### config.mk
export PLATFORM = sky130hd
export DESIGN_NAME = pixel_packer
export DESIGN_NICKNAME = d
export VERILOG_FILES = /design/src/rtl/pixel_pkg.sv /design/src/rtl/output_reg.sv /design/src/rtl/pixel_packer.sv
export SDC_FILE = /design/constraint.sdc
export NUM_CORES = 1
export LEC_CHECK = 0
export ABC_AREA = 1
export BUFFER_PORTS_ARGS = -buffer_cell sky130_fd_sc_hd__buf_4
export CAP_MARGIN = 40
export CELL_PAD_IN_SITES_DETAIL_PLACEMENT = 1
export CELL_PAD_IN_SITES_GLOBAL_PLACEMENT = 1
export CORE_MARGIN = 8
export CORE_UTILIZATION = 36
export CTS_BUF_LIST = sky130_fd_sc_hd__clkbuf_4 sky130_fd_sc_hd__clkbuf_8
export DETAILED_ROUTE_END_ITERATION = 12
export GPL_TIMING_DRIVEN = 0
export HOLD_SLACK_MARGIN = 0.02
export PLACE_DENSITY = 0.84
export SLEW_MARGIN = 20
export SYNTH_ARGS = -nofsm -noshare
export SYNTH_HDL_FRONTEND = slang
export SYNTH_SLANG_ARGS = --single-unit
### constraint.sdc
create_clock -name clk -period 1.7 [get_ports clk]
set_input_delay 0.085 -clock clk [delete_from_list [all_inputs] [get_ports clk]]
set_output_delay 0.085 -clock clk [all_outputs]
set_load 0.05 [all_outputs]
### src/rtl/pixel_pkg.sv
// Shared types and constants for the 24-bit pixel to 32-bit word packer.
package pixel_pkg;

    localparam int PIX_W      = 24;
    localparam int DATA_WIDTH = 32;

    typedef enum logic {
        PACK  = 1'b0,
        FLUSH = 1'b1
    } pack_state_t;

    typedef struct packed {
        logic [7:0] b;
        logic [7:0] g;
        logic [7:0] r;
    } pixel_t;

endpackage

### src/rtl/output_reg.sv
// One-entry valid/ready register slice carrying a data word plus user and last sidebands.
module output_reg #(
    parameter int DATA_WIDTH = 32
) (
    input  logic                  clk,
    input  logic                  reset,
    input  logic                  in_valid,
    output logic                  in_ready,
    input  logic [DATA_WIDTH-1:0] in_data,
    input  logic                  in_user,
    input  logic                  in_last,
    output logic                  out_valid,
    input  logic                  out_ready,
    output logic [DATA_WIDTH-1:0] out_data,
    output logic                  out_user,
    output logic                  out_last
);

    logic                  valid_q;
    logic [DATA_WIDTH-1:0] data_q;
    logic                  user_q;
    logic                  last_q;

    // Free when empty or when the held word leaves this cycle.
    assign in_ready = !valid_q || out_ready;

    always_ff @(posedge clk) begin
        if (reset) begin
            valid_q <= 1'b0;
            data_q  <= '0;
            user_q  <= 1'b0;
            last_q  <= 1'b0;
        end else if (in_valid && in_ready) begin
            valid_q <= 1'b1;
            data_q  <= in_data;
            user_q  <= in_user;
            last_q  <= in_last;
        end else if (out_ready) begin
            valid_q <= 1'b0;
        end
    end

    assign out_valid = valid_q;
    assign out_data  = data_q;
    assign out_user  = user_q;
    assign out_last  = last_q;

endmodule

### src/rtl/pixel_packer.sv
// Packs 24-bit {b,g,r} pixels into 32-bit words (4 pixels -> 3 words) with
// SOF/EOL sidebands, end-of-line flush and misaligned-SOF recovery.
module pixel_packer #(
    parameter int PIX_W      = 24,
    parameter int DATA_WIDTH = 32
) (
    input  logic                  clk,
    input  logic                  reset,
    input  logic [7:0]            r,
    input  logic [7:0]            g,
    input  logic [7:0]            b,
    input  logic                  first,
    input  logic                  last_x,
    input  logic                  last_y,
    input  logic                  valid,
    output logic                  ready,
    output logic [DATA_WIDTH-1:0] out_data,
    output logic                  out_user,
    output logic                  out_last,
    output logic                  out_valid,
    input  logic                  out_ready,
    output logic                  frame_done,
    output logic                  align_err
);

    import pixel_pkg::*;

    pack_state_t      state_q, state_d;
    logic [1:0]       phase_q, phase_d;
    logic [PIX_W-1:0] resid_q, resid_d;
    logic             sof_q, sof_d;
    logic             lasty_q, lasty_d;
    logic             eof_q;
    logic             align_q;

    pixel_t           pix;
    logic [PIX_W-1:0] pix_w;
    logic             acc;
    logic             sof_cur;
    logic [1:0]       phase_eff;

    logic                  ld_valid;
    logic                  ld_ready;
    logic [DATA_WIDTH-1:0] ld_data;
    logic                  ld_user;
    logic                  ld_last;
    logic                  ld_eof;

    assign pix       = '{b: b, g: g, r: r};
    assign pix_w     = pix;
    assign ready     = !reset && ld_ready && (state_q == PACK);
    assign acc       = valid && ready;
    assign sof_cur   = first || sof_q;
    // An SOF always restarts packing at phase 0, dropping any residual.
    assign phase_eff = first ? 2'd0 : phase_q;

    // The residual is kept zero-padded so the flush word is simply {8'h00, resid_q}.
    always_comb begin
        state_d  = state_q;
        phase_d  = phase_q;
        resid_d  = resid_q;
        sof_d    = sof_q;
        lasty_d  = lasty_q;
        ld_valid = 1'b0;
        ld_data  = '0;
        ld_user  = 1'b0;
        ld_last  = 1'b0;
        ld_eof   = 1'b0;
        if (state_q == FLUSH) begin
            ld_valid = 1'b1;
            ld_data  = {8'h00, resid_q};
            ld_last  = 1'b1;
            ld_eof   = lasty_q;
            if (ld_ready) begin
                state_d = PACK;
                resid_d = '0;
            end
        end else if (acc) begin
            unique case (phase_eff)
                2'd0: begin
                    if (last_x) begin
                        ld_valid = 1'b1;
                        ld_data  = {8'h00, pix_w};
                        ld_user  = sof_cur;
                        ld_last  = 1'b1;
                        ld_eof   = last_y;
                        sof_d    = 1'b0;
                        resid_d  = '0;
                        phase_d  = 2'd0;
                    end else begin
                        resid_d  = pix_w;
                        sof_d    = sof_cur;
                        phase_d  = 2'd1;
                    end
                end
                2'd1: begin
                    ld_valid = 1'b1;
                    ld_data  = {pix_w[7:0], resid_q};
                    ld_user  = sof_cur;
                    sof_d    = 1'b0;
                    resid_d  = {8'h00, pix_w[23:8]};
                    phase_d  = last_x ? 2'd0 : 2'd2;
                    if (last_x) begin
                        state_d = FLUSH;
                        lasty_d = last_y;
                    end
                end
                2'd2: begin
                    ld_valid = 1'b1;
                    ld_data  = {pix_w[15:0], resid_q[15:0]};
                    ld_user  = sof_cur;
                    sof_d    = 1'b0;
                    resid_d  = {16'h0000, pix_w[23:16]};
                    phase_d  = last_x ? 2'd0 : 2'd3;
                    if (last_x) begin
                        state_d = FLUSH;
                        lasty_d = last_y;
                    end
                end
                default: begin
                    ld_valid = 1'b1;
                    ld_data  = {pix_w, resid_q[7:0]};
                    ld_user  = sof_cur;
                    ld_last  = last_x;
                    ld_eof   = last_x && last_y;
                    sof_d    = 1'b0;
                    resid_d  = '0;
                    phase_d  = 2'd0;
                end
            endcase
        end
    end

    always_ff @(posedge clk) begin
        if (reset) begin
            state_q <= PACK;
            phase_q <= 2'd0;
            resid_q <= '0;
            sof_q   <= 1'b0;
            lasty_q <= 1'b0;
            eof_q   <= 1'b0;
            align_q <= 1'b0;
        end else begin
            state_q <= state_d;
            phase_q <= phase_d;
            resid_q <= resid_d;
            sof_q   <= sof_d;
            lasty_q <= lasty_d;
            align_q <= acc && first && (phase_q != 2'd0);
            if (ld_valid && ld_ready) begin
                eof_q <= ld_eof;
            end
        end
    end

    output_reg #(
        .DATA_WIDTH(DATA_WIDTH)
    ) u_out (
        .clk      (clk),
        .reset    (reset),
        .in_valid (ld_valid),
        .in_ready (ld_ready),
        .in_data  (ld_data),
        .in_user  (ld_user),
        .in_last  (ld_last),
        .out_valid(out_valid),
        .out_ready(out_ready),
        .out_data (out_data),
        .out_user (out_user),
        .out_last (out_last)
    );

    assign frame_done = out_valid && out_ready && out_last && eof_q;
    assign align_err  = align_q;

endmodule

======== After elaboration in Yosys (flattened, before gate mapping) ========
Cells that the tools add are included.
storage, ports and cells
  register bits after elaboration ......... 66
  bits of input ports ..................... 31
cells by class
  eq/ne operators ......................... 3
  reduce and logical (&&, ||, !) cells .... 22
  muxes and demuxes ....................... 37
  bitwise operators ....................... 1
operator list
  operator            number
  $mux 24             5
  $pmux 32 s3         1
  $pmux 24 s3         1
  $mux 32             2
  $mux 1              22
  $logic_and 1x1->1   10
  $mux 2              3
  $pmux 2 s3          1
  $reduce_bool 2->1   3
  $pmux 1 s2          2
  $reduce_and 2->1    2
  $reduce_and 4->1    1
  $eq 2x1->1 const B  1
  $eq 2x2->1 const B  1
  $logic_not 1->1     2
  $logic_not 2->1     1
  $logic_or 1x1->1    2
  $ne 2x1->1 const B  1
  $reduce_or 2->1     1
  $not 1->1           1

======== Logic depth before layout (Yosys ltp) ========
  depth in word-level cells ............... 9
  mapped depth ............................ 13

======== Modules after synthesis ========
Synthesis repeated with hierarchy kept, for this count alone.
second synthesis, totals
  cell total of the unflattened synthesis .. 645
  area, all modules ....................... 4201.5 um2
by module, submodules not included
  module        cells an instance  area an instance (um2)  times used
  pixel_packer  417                2556.2                  1
  output_reg    228                1645.3                  1

======== Worst setup path after synthesis ========
No wires, ideal clock.
  kind .................................... register to register
  start ................................... reg phase_q[0]
  end ..................................... reg u_out.data_q[14], in the netlist u_out.out_data[14]
  required time ........................... 1587 ps
  slack ................................... 39 ps
  cell stages (with the launch flop) ...... 14
  period minus slack after synthesis ...... 1661 ps
  arrival time ............................ 1548 ps
  cells stage by stage .................... dfxtp_1 -> inv_1 -> nor2_1 -> inv_1 -> ha_1 -> buf_2 -> clkinv_1 -> nand2_1 -> nand2_1 -> nand3_1 -> nand2_1 -> nand2_1 -> nor2_1 -> nor2_1
between the ends
  longest elaborated chain between the ends .. 6
  elaborated cells on any way between the ends .. 11
  those cells by class .................... eq/ne: 2; mux: 7; reduce/logical: 2
ends and longest elaborated chain
  what                                                                 RTL line             source
  start: declaration                                                   pixel_packer.sv:29   logic [1:0] phase_q, phase_d;
  start signal: assignment                                             pixel_packer.sv:145  phase_q <= phase_d;
  $mux 2 (*)                                                           pixel_packer.sv:55   assign phase_eff = first ? 2'd0 : phase_q;
  parallel branches: the longest is 5 deep, another holds $pmux 32 s3  -
  end signal: assignment                                               output_reg.sv:35     data_q <= in_data;
  end: declaration                                                     output_reg.sv:20     logic [DATA_WIDTH-1:0] data_q;
Every way passes the cells marked *.
A chain may end at the register's enable or synchronous reset.

======== Final worst setup path ========
  start ................................... reg phase_q[0]
  end ..................................... reg u_out.data_q[20], in the netlist u_out.out_data[20]
Same word-level chain as after synthesis.

==> impl_metrics.json <==
{
  "maxSlewViolCount": 0,
  "async_flop_share_pct": 0,
  "arrival_ns": 2.02,
  "grt_setup_unrepaired": "yes",
  "netlist.area_leader.share_pct": 32.59,
  "path_delay_family": "simple AND/OR/NAND/NOR gates",
  "numPortBuffers": 67,
  "criticalPathCategory": "reg2reg",
  "coreArea_sq_mm": 0.01094,
  "grt_max_degree": 11,
  "fin_crit_sh_pct": 103.3,
  "fin_util_pct": 51.72,
  "rr_startpoint": "phase_q[0]",
  "worstMarginPinSlew_ns": 0.6497,
  "cts_root_buf": "clkbuf_8",
  "setup.worst_path.start": "phase_q[0]",
  "leakagePower_uw": 0.002849,
  "insertion_delay_ns": 0.38,
  "dr.pass1.iters": 5,
  "timing.rr.end": "u_out.out_data[20]",
  "overflow": 0,
  "start_kind": "register",
  "required_ns": 1.97,
  "dieArea_sq_mm": 0.01491,
  "drt_iter0_drc": 326,
  "ff2ff_path_depth": 13,
  "status": "finished, violations left",
  "ant_nets": 0,
  "ys_ff_latch": 66,
  "numCtsBuffers": 9,
  "syn-cell-area_sq_mm": 0.004054,
  "crit_path_frequent_cell": "nand2_1",
  "gp_congestion": 0.9400,
  "yosysMostFrequentCell": "nand2_1",
  "grt.total_usage_pct": 23.33,
  "synth_cell_types": 29,
  "synthesis.nets": 720,
  "pin_count": 69,
  "hold_viol": 0,
  "drive_gt1_share_pct": 26.42,
  "critPathMaxFanout": 6,
  "htree_num_levels": 3,
  "num-nets-final": 828,
  "clockBufferDepth": 2,
  "relSlewSlack_pct": 56.69,
  "slowest_delay_ns": 0.34,
  "row_count": 38,
  "placed_cells": 892,
  "end_kind": "register",
  "violations": "negative setup slack",
  "peakVddDrop_mv": 0.5820,
  "period_needed_ns": 1.756,
  "avgViaCountPerCell": 5.302,
  "finalWorstSetupSlack_ns": -0.05550,
  "ys_warn_count": 0,
  "pre_cts_ws_ns": -0.4420,
  "dp_hpwl_mm": 12.34,
  "start_util_pct": 37.07,
  "grt_pass1_wl_mm": 26.98,
  "synth_cells": 685,
  "synth_area_leaders": "dfxtp_1 (33%), nand2_1 (25%), nor2_1 (11%)",
  "yosys.area.top_type": "dfxtp_1",
  "vias": 4957,
  "ys_seq_area_share_pct": 32.59,
  "n_antenna_cell": 0,
  "clk_pin_slew_ns": 0.08,
  "powerDensity_mw_per_mm2": 748.0,
  "cts_tree": "yes",
  "postSynthAreaPerCell_sq_um": 5.918,
  "dieWidth_um": 122.1,
  "max_cap_violations": 0,
  "crit_chain": "inv_2 -> nor2_4 -> inv_4 -> ha_4 -> buf_12 -> clkbuf_16 -> buf_4 -> nand2_1 -> nand3_1 -> nand2_1 -> nand2_1 -> nor2_1 -> nor2_1",
  "numClockSinks": 66,
  "setup_tns_ns": -0.4898,
  "holdCritPathClass": "in2reg",
  "route.detailed.drc": 0,
  "synth.top_cells.by_count": "nand2_1 (267), nor2_1 (115), dfxtp_1 (66)",
  "fin_cells": 935,
  "worst_path_max_delay_cell": "dfxtp_2",
  "synth_edf_count": 0,
  "die_h_um": 122.1,
  "max_freq_ghz": 0.5696,
  "area_growth_pct": 39.51,
  "wl_per_cell_um": 19.00,
  "yosys_most_used_dff": "dfxtp_1",
  "critical_path_depth": 13,
  "path_buf_inv": 5,
  "setup_viol": 27,
  "antenna_found_initial": 0,
  "grt_pass1_vias": 5084,
  "totalWireLength_mm": 17.77,
  "crit_end": "u_out.out_data[20]",
  "fin_worst_skew_ns": 0.009659,
  "ff2ff_setup_slack_ns": -0.06
}
[through the flow]
stage          power, uW  area [sq um]  hold slack [ns]
6_report            4230          5655          0.01979
4_1_cts             4116          5229          0.02085
3_5_place_dp        2775          4732           0.3440
3_3_place_gp        2739          4732           0.3406
5_1_grt             4401          5655          0.02924
2_1_floorplan       2396          4054           0.2172
[worst min path at each step]
stage,start,endpoint,slack (ns),depth (start not counted)
6_report,reset,resid_q[11],0.02,2
5_1_grt,reset,resid_q[11],0.03,2
4_1_cts,reset,resid_q[8],0.02,2
3_5_place_dp,first,u_out.out_user,0.34,3
3_3_place_gp,first,u_out.out_user,0.34,3
2_1_floorplan,first,u_out.out_user,0.22,2
[cell usage in the layout (no fill, tap or decap), types with 2 or more instances in the layout]
cell / netlist / final
o22ai_2: 0 / 6
clkbuf_4: 0 / 2
o21ai_0: 14 / 13
a21oi_2: 0 / 8
inv_1: 55 / 47
nand2_1: 267 / 252
nand2_8: 0 / 3
inv_2: 4 / 6
buf_12: 0 / 2
buf_2: 12 / 7
nor2_1: 115 / 103
inv_8: 0 / 2
nand4_1: 3 / 3
nor2_8: 2 / 2
ha_4: 0 / 4
o22ai_1: 14 / 8
buf_6: 8 / 13
buf_4: 4 / 88
clkbuf_8: 0 / 11
clkbuf_16: 0 / 2
a21oi_1: 38 / 30
dfxtp_1: 66 / 63
nand2_4: 3 / 5
nand3_2: 0 / 4
dfxtp_2: 0 / 3
inv_4: 0 / 3
clkbuf_1: 11 / 6
nor2_4: 1 / 5
nor2_2: 0 / 8
dlygate4sd3_1: 0 / 6
buf_8: 0 / 7
nand2_2: 3 / 13
nand3_1: 51 / 47
[repair_timing]
action / in CTS / in global routing
endpoints found under the hold margin: 7 / 0
gates cloned: 1 / 2
endpoints found under the setup margin: 60 / 57
gates resized for setup: 60 / 79
pin swaps: 5 / 31
hold buffers: 7 / 0
setup buffers: 7 / 16
[kinds of logic (layout without fill, tap and decap cells)]
| group | after synthesis | after routing | synth area share, % |
|---|---|---|---|
| simple gates | 448 | 448 | 45.56 |
| buf+inv | 96 | 206 | 11.11 |
| compound gates | 71 | 71 | 9.506 |
| flops | 66 | 66 | 32.59 |
| fa+ha+maj | 4 | 4 | 1.235 |
[metal layers]
metal / up-vias / global-route usage (%) / routed length [um] / share of wire, %
li1: 2342 / - / - / -
met1: 2375 / 28.32 / 7415 / 42
met2: 193 / 39.77 / 8740 / 49
met3: 47 / 4.211 / 1063 / 6.0
met4: 0 / 9.749 / 547 / 3.1
met5: - / 0 / 0 / 0
[cell type report]
class | count | area, sq um
Fill cell | 1492 | 5280
Timing Repair Buffer | 98 | 829.5
Multi-Input combinational cell | 523 | 2572
Inverter | 60 | 256.5
Clock buffer | 13 | 166.4
Sequential cell | 66 | 1325
Tap cell | 140 | 175.2
Buffer | 35 | 330.3
[state kept, by name, indices dropped and copies added (netlist names)]
register	count
u_out.out_last	1
phase_q	2
resid_q	24
align_err	1
lasty_q	1
eof_q	1
u_out.out_data	32
u_out.out_valid	1
state_q	1
sof_q	1
u_out.out_user	1
[report_power, final]
part           switching [uW]  internal (uW)
clock                     647            619
combinational             816            448
sequential               58.3           1640
total                    1520           2710
(Power assumes the default switching activity.)
